==> src/rtl/avg_pkg.sv <==
// Shared types for the moving-average sequencer and its running-sum datapath.
package avg_pkg;

    localparam int WIN_LOG2  = 6;
    localparam int WIN_DEPTH = 1 << WIN_LOG2;

    typedef enum logic [1:0] {
        IDLE,
        ARM,
        FILL,
        RUN
    } sched_state_t;

    // Control bundle handed to the RAM-based running-sum averager.
    typedef struct packed {
        logic                sample_stb;
        logic [WIN_LOG2-1:0] wr_addr;
        logic                sub_old_en;
        logic                sum_clear;
    } avg_ctrl_t;

endpackage

==> src/rtl/phase_edge_detect.sv <==
// Watches the selected phase bit and flags each toggle; the baseline is
// re-captured on load and rebase so the first reported edge is always real.
module phase_edge_detect #(
    parameter int PHASE_W = 32,
    parameter int RATE_W  = 5
) (
    input  logic               clk,
    input  logic               rst,
    input  logic [PHASE_W-1:0] phase,
    input  logic [RATE_W-1:0]  sample_rate,
    input  logic               load,
    input  logic               rebase,
    input  logic               track,
    output logic               rate_changed,
    output logic               tog
);

    logic [RATE_W-1:0] rate_q;
    logic              prev_bit;
    logic              cur_bit;
    logic              new_bit;

    // Out-of-range indices fall back to bit 0.
    function automatic logic pick_bit(input logic [PHASE_W-1:0] vec,
                                      input logic [RATE_W-1:0]  idx);
        logic [PHASE_W-1:0] mask;
        if (int'(idx) < PHASE_W) begin
            mask = PHASE_W'(1) << idx;
        end else begin
            mask = PHASE_W'(1);
        end
        return |(vec & mask);
    endfunction

    assign cur_bit      = pick_bit(phase, rate_q);
    assign new_bit      = pick_bit(phase, sample_rate);
    assign rate_changed = (sample_rate != rate_q);
    assign tog          = track & (cur_bit ^ prev_bit);

    always_ff @(posedge clk or posedge rst) begin
        if (rst) begin
            rate_q   <= '0;
            prev_bit <= 1'b0;
        end else if (load) begin
            rate_q   <= sample_rate;
            prev_bit <= new_bit;
        end else if (rebase || track) begin
            prev_bit <= cur_bit;
        end
    end

endmodule

==> src/rtl/avg_sample_scheduler.sv <==
// Sequencer for the 64-sample moving average: derives the sample strobe from
// the NCO phase and drives buffer address, running-sum control and fill tracking.
module avg_sample_scheduler
    import avg_pkg::*;
#(
    parameter int WIN_LOG2 = avg_pkg::WIN_LOG2,
    parameter int PHASE_W  = 32,
    parameter int RATE_W   = 5
) (
    input  logic                clk,
    input  logic                rst,
    input  logic                enable,
    input  logic [PHASE_W-1:0]  phase,
    input  logic [RATE_W-1:0]   sample_rate,
    output logic                sample_stb,
    output logic [WIN_LOG2-1:0] wr_addr,
    output logic                sub_old_en,
    output logic                sum_clear,
    output logic [WIN_LOG2:0]   fill_count,
    output logic                window_full,
    output logic                avg_valid
);

    localparam logic [WIN_LOG2:0] FULL_COUNT = {1'b1, {WIN_LOG2{1'b0}}};
    localparam logic [WIN_LOG2:0] LAST_COUNT = FULL_COUNT - 1'b1;

    sched_state_t        state_q;
    sched_state_t        state_d;
    logic                load;
    logic                rebase;
    logic                track;
    logic                tog;
    logic                rate_changed;
    logic                stb_q;
    logic                clr_q;
    logic                avg_q;
    logic [WIN_LOG2-1:0] addr_q;
    logic [WIN_LOG2-1:0] addr_d;
    logic [WIN_LOG2:0]   fill_q;
    logic [WIN_LOG2:0]   fill_d;
    logic                full;
    avg_ctrl_t           ctrl;

    phase_edge_detect #(
        .PHASE_W (PHASE_W),
        .RATE_W  (RATE_W)
    ) u_edge (
        .clk          (clk),
        .rst          (rst),
        .phase        (phase),
        .sample_rate  (sample_rate),
        .load         (load),
        .rebase       (rebase),
        .track        (track),
        .rate_changed (rate_changed),
        .tog          (tog)
    );

    // Disable beats a rate change, which beats a toggle; a suppressed toggle
    // simply never reaches the strobe register because track stays low.
    always_comb begin
        state_d = state_q;
        load    = 1'b0;
        rebase  = 1'b0;
        track   = 1'b0;
        unique case (state_q)
            IDLE: begin
                if (enable) begin
                    load    = 1'b1;
                    state_d = ARM;
                end
            end
            ARM: begin
                if (!enable) begin
                    state_d = IDLE;
                end else if (rate_changed) begin
                    load = 1'b1;
                end else begin
                    rebase  = 1'b1;
                    state_d = FILL;
                end
            end
            FILL, RUN: begin
                if (!enable) begin
                    state_d = IDLE;
                end else if (rate_changed) begin
                    load    = 1'b1;
                    state_d = ARM;
                end else begin
                    track = 1'b1;
                    if (state_q == FILL && stb_q && fill_q == LAST_COUNT) begin
                        state_d = RUN;
                    end
                end
            end
            default: state_d = IDLE;
        endcase
    end

    always_comb begin
        addr_d = addr_q;
        fill_d = fill_q;
        if (!enable || state_q == ARM) begin
            addr_d = '0;
            fill_d = '0;
        end else if (stb_q) begin
            addr_d = addr_q + 1'b1;
            if (fill_q != FULL_COUNT) begin
                fill_d = fill_q + 1'b1;
            end
        end
    end

    always_ff @(posedge clk or posedge rst) begin
        if (rst) begin
            state_q <= IDLE;
            stb_q   <= 1'b0;
            clr_q   <= 1'b0;
            avg_q   <= 1'b0;
            addr_q  <= '0;
            fill_q  <= '0;
        end else begin
            state_q <= state_d;
            stb_q   <= tog;
            clr_q   <= load;
            avg_q   <= stb_q & full;
            addr_q  <= addr_d;
            fill_q  <= fill_d;
        end
    end

    assign full = (fill_q == FULL_COUNT);

    // The oldest slot only holds a real sample once the window has filled.
    always_comb begin
        ctrl            = '0;
        ctrl.sample_stb = stb_q;
        ctrl.wr_addr    = addr_q;
        ctrl.sub_old_en = stb_q & full;
        ctrl.sum_clear  = clr_q;
    end

    assign sample_stb  = ctrl.sample_stb;
    assign wr_addr     = ctrl.wr_addr;
    assign sub_old_en  = ctrl.sub_old_en;
    assign sum_clear   = ctrl.sum_clear;
    assign fill_count  = fill_q;
    assign window_full = full;
    assign avg_valid   = avg_q;

endmodule
==> config.mk <==
export PLATFORM = sky130hd
export DESIGN_NAME = avg_sample_scheduler
export DESIGN_NICKNAME = d
export VERILOG_FILES = /design/src/rtl/avg_pkg.sv /design/src/rtl/phase_edge_detect.sv /design/src/rtl/avg_sample_scheduler.sv
export SDC_FILE = /design/constraint.sdc
export NUM_CORES = 1
export LEC_CHECK = 0
export CORE_UTILIZATION = 55
export CTS_CLUSTER_SIZE = 8
export DETAILED_ROUTE_END_ITERATION = 8
export DONT_BUFFER_PORTS = 1
export GPL_TIMING_DRIVEN = 0
export PLACE_DENSITY = 0.7
export SETUP_SLACK_MARGIN = 0.02
export SYNTH_ARGS = -nofsm -noshare
export SYNTH_HDL_FRONTEND = slang
export SYNTH_SLANG_ARGS = --single-unit
==> constraint.sdc <==
create_clock -name clk -period 2.2 [get_ports clk]
set_input_delay 0.55 -clock clk [delete_from_list [all_inputs] [get_ports clk]]
set_output_delay 0.55 -clock clk [all_outputs]
set_load 0.05 [all_outputs]
**Word-level counts from Yosys, hierarchy flattened**

Cells that the tools add are included.

- Bits in registers: 24
- Output and inout bits: 18
- Word-level logic and storage cells: 64

- $add $sub $neg: 2
- Equal/unequal tests: 10
- Shifts and indexed selects: 2
- Multiplexer cells: 22
- Bitwise gates (word level): 5
- Reduce and logical (&&, ||, !) cells: 15

Operators by type and width:

| kind | count |
|---|---|
| bitwise AND 32 bit | 2 |
| OR reduction 32 bit | 2 |
| left shift 1 x 5 -> 32 bit, first input constant | 2 |
| 2-to-1 mux 7 bit | 3 |
| 2-to-1 mux 2 bit | 6 |
| 2-to-1 mux 6 bit | 2 |
| 2-to-1 mux 1 bit | 9 |
| adder 7 x 1 -> 7 bit, second input constant | 1 |
| equality test 7 x 6 -> 1 bit, second input constant | 1 |
| equality test 7 bit, second input constant | 1 |
| inequality test 7 bit, second input constant | 1 |
| adder 6 x 1 -> 6 bit, second input constant | 1 |
| one-hot mux 2 bit (3 select lines) | 1 |
| nonzero test 2 bit | 3 |
| inequality test 5 bit | 1 |
| equality test 2 bit, second input constant | 2 |
| inequality test 4 bit, second input constant | 1 |
| inequality test 3 bit, second input constant | 1 |
| AND reduction 3 bit | 1 |
| OR reduction 3 bit | 1 |
| bitwise AND 1 bit | 2 |
| equality test 2 x 1 -> 1 bit, second input constant | 1 |
| logical AND 1 bit | 2 |
| zero test 2 bit | 1 |
| 7 further kinds | 8 |

**Logic depth before layout (Yosys ltp)**

- Depth after elaboration: 7
- Gate-level depth with buffers: 8

**By module**

Synthesis repeated with hierarchy kept, for this count alone.

- Cell total of the unflattened synthesis: 222
- Area, all modules: 1941.9 sq um

Modules (own cells, without submodules):

| module | times used | cells an instance | area each (sq um) |
|---|---|---|---|
| phase_edge_detect | 1 | 137 | 1069.8 |
| avg_sample_scheduler | 1 | 85 | 872.1 |

**Worst setup path after synthesis**

OpenSTA, ideal clock, no wires.

- Kind: reg2out
- Start point: reg fill_q[3] (netlist: fill_count[3])
- End point: out sub_old_en
- Arrival: 1.941 ns
- Required time: 1.650 ns
- Path slack: -0.291 ns
- Cell stages (with the launch flop): 5
- Cells stage by stage: dfrtp_1 -> nor4_1 -> nand3_1 -> inv_1 -> and2_1

- Word-level cells in the longest chain between the ends: 2

RTL lines:

| element | line | source |
|---|---|---|
| start, declared | avg_sample_scheduler.sv:39 | `logic [WIN_LOG2:0] fill_q;` |
| start signal, assigned | avg_sample_scheduler.sv:128 | `fill_q <= fill_d;` |
| equality test 7 bit | avg_sample_scheduler.sv:132 | `assign full = (fill_q == FULL_COUNT);` |
| via window_full | avg_sample_scheduler.sv:20 | `output logic window_full,` |
| bitwise AND 1 bit | avg_sample_scheduler.sv:139 | `ctrl.sub_old_en = stb_q & full;` |
| end, declared | avg_sample_scheduler.sv:17 | `output logic sub_old_en,` |

The timed path passes the listed nets, and every way through them passes these cells.

**Final worst setup path**

- Start point: reg fill_q[5] (netlist: fill_count[5])
- End point: out sub_old_en

Same word-level chain as after synthesis.

==> out/results.ini <==
[run_status]
status = finished, violations left
failed_checks = negative setup slack

[sta]
finalClockSkew_ns = 0.01299
setup_tns_ns = -0.2148
rsz0062_at_grt = true
post-route-period-util_pct = 109.8
hold_viol = 0
finalSetupViolations = 1
max_freq_mhz = 414.1
finalHoldWorstSlack_ns = 0.2868
timing.final.ws_setup_ns = -0.2148
relSlewSlack_pct = 41.91
slew_viol_final = 0
tightest_slew_ns = 0.8704
period_minus_slack_ns = 2.415

[placed_design]
gp_congestion = 0.9147
dp_hpwl_um = 3897
postPlaceCellArea_sq_um = 1962
dp.cells = 268
numPortBuffers = 0

[critical_path]
critPathTopFamily = simple AND/OR/NAND/NOR gates
crit_path_end_kind = output port
r2r-start = u_edge.rate_q[0]
required_ns = 1.65
crit_fanout = 4
cp_cell_sequence = nor4_4 -> nand3_2 -> clkinvlp_4 -> and2_4
cp-startpoint = fill_count[5]
startpoint_type = flop
cpPeakStageDelay_ns = 0.56
worst-setup-path-type = reg2out
cp.arrival_ns = 1.86
crit_buf_inv = 1
slowest_stage = dfrtp_2

[yosys]
ys_ff_latch = 24
syn-cell-area_sq_um = 1896
synthTopCellsByArea = dfrtp_1, mux2i_1, nand3_1
synth-edff-count = 0
syn-instance-count = 224
synth.net_count = 267
yosys_warnings = 0
avgSynthCellArea_sq_um = 8.462
synth_top_area_share_pct = 31.68
ys.flop_type = dfrtp_1
ys_types = 49
async_flop_share_pct = 100.0
synth_top_area_cell = dfrtp_1
ys_seq_area_share_pct = 31.68

[cts]
root_buffer = clkbuf_4
cts_buffers = 3
clock_latency_ns = 0.31
htreeDepth = 1
clkTransAtPathRegs_ns = 0.13
clkSinkCount = 24
cts_tree = yes
clock_path_buffers = 2

[route]
vias = 1831
top_layer_used = met4
ant_nets = 0
met3WireLength_um = 425
viasPerCell = 6.707
drt-pass1-iter-count = 4
post-route-drc-count = 0
wl_met1_um = 2236
wl_met2_um = 2435
dr.first_iter.drc_count = 153
drt-total-wl_um = 5130
wl_per_cell_um = 18.79

[finish]
final_nets = 273
finalNonFillerCells = 273
diodes = 0
fin_util_pct = 65.52
finalInstanceArea_sq_um = 2066
drive_gt1_share_pct = 19.21
multi_input_area_sq_um = 1202
syn_to_final_growth_pct = 8.977
regArea_sq_um = 608.1
fill_cells = 261

[run]
maxCapViolCount = 0

[global_route]
grt_max_degree = 25
antenna_found_initial = 0
grt_pass1_vias = 1644
grt_pass1_wl_um = 7831
gr-total-overflow = 0
grt_usage_pct = 28.86

[pwr]
ir_worst_vdd_mv = 0.5035
leakage_nw = 0.8140
power_per_cell_area_nw_per_um2 = 497.7

[floorplan]
fp-row-count = 20
initial_core_util_pct = 60.12
die_x_um = 60.71
die_h_um = 60.71
fp.coreArea_sq_um = 3153
die_area_sq_um = 3685
ios = 58

[hold_path]
hold_path.class = in2async

-- worst paths after layout --
check | slack (ns) | depth (start not counted) | end
setup / recovery | -0.21 | 4 | sub_old_en
setup reg to reg | 0.10 | 7 | sample_stb
max in group asynchronous | 1.31 | 1 | fill_count[2]
hold reg to reg | 0.57 | 1 | u_edge.prev_bit
hold / removal | 0.29 | 1 | wr_addr[5]
min in group clk | 0.38 | 1 | u_edge.rate_q[4]
-- where the power goes --
part	internal [mW]	switching, mW	total (mW)
Combinational	0.106	0.145	0.251
Sequential	0.455	0.0126	0.468
Clock	0.184	0.125	0.309
Total	0.745	0.283	1.03
-- Yosys cell counts (all sizes together) (2+ instances only) --
library cell	n
o21ai	13
nand4b	3
nand2b	3
mux2	5
dfrtp	24
nand2	10
nor2	17
clkbuf	8
ha	3
nand3b	5
or3	2
xnor2	6
and4	2
nand3	17
inv	10
nor3b	2
and2	2
nand4	9
or3b	5
xor2	8
a31oi	4
nor3	2
mux2i	11
nor4	4
o22ai	2
buf	11
a21oi	16
-- cell usage in the layout (no fill, tap or decap), drive strengths merged, types with 5 or more instances in the layout --
master / n
dfrtp: 24
nor2: 17
nand3: 17
a21oi: 16
o21ai: 13
buf: 12
mux2i: 11
clkbuf: 11
nand2: 10
nand4: 9
inv: 9
xor2: 8
xnor2: 6
nand3b: 5
or3b: 5
mux2: 5
-- worst reg2reg max path, cell delays in order (launching register included) --
cell and delay (ns):
dfrtp_1 0.40, buf_6 0.16, or4b_1 0.54, a21oi_1 0.16, a21oi_1 0.06, and4_4 0.20, or3_1 0.33, a21oi_1 0.16
-- cells by family (layout without fill, tap and decap cells) --
kind of cell	Yosys count	in the layout	share of synthesized area [%]
AND/OR/NAND/NOR	91	91	28.25
AO/OA/AOI/OAI	46	46	14.65
buffers and inverters	29	34	6.799
flip-flops	24	24	31.68
multiplexers	17	17	10.17
XOR/XNOR	14	14	6.469
adder cells (fa/ha/maj)	3	3	1.980
-- cell type report --
type,instances,area share [%]
Inverter,10,1.999
Buffer,18,4.422
Sequential cell,24,29.44
Tap cell,44,2.665
Clock inverter,1,1.454
Timing Repair Buffer,2,0.7268
Clock buffer,3,1.090
Multi-Input combinational cell,171,58.21
-- per-layer routing --
| layer | GRT usage (%) | vias up |
|---|---|---|
| met1 | 42.20 | 907 |
| met2 | 46.47 | 79 |
| met4 | 4.221 | 0 |
| met3 | 4.264 | 7 |
| met5 | 0 | - |
| li1 | - | 838 |
-- stage by stage --
stage	setup slack, ns	power (mW)
CTS	-0.2410	1.030
global placement	-0.1641	0.7104
detailed placement	-0.1808	0.7190
floorplan	0.02967	0.6667
finish	-0.2148	1.028
global route	-0.2804	1.079
-- registers in the layout, summed over array words and instances (netlist names) --
name	count
sample_stb	1
state_q	2
avg_valid	1
u_edge.rate_q	5
u_edge.prev_bit	1
sum_clear	1
fill_count	7
wr_addr	6
-- timing repair --
item	CTS	global route
gates resized for setup	7	7
hold buffers	0	0
setup buffers	2	0
setup endpoints to repair	3	3
No activity file was read; power rests on OpenSTA's default activity.
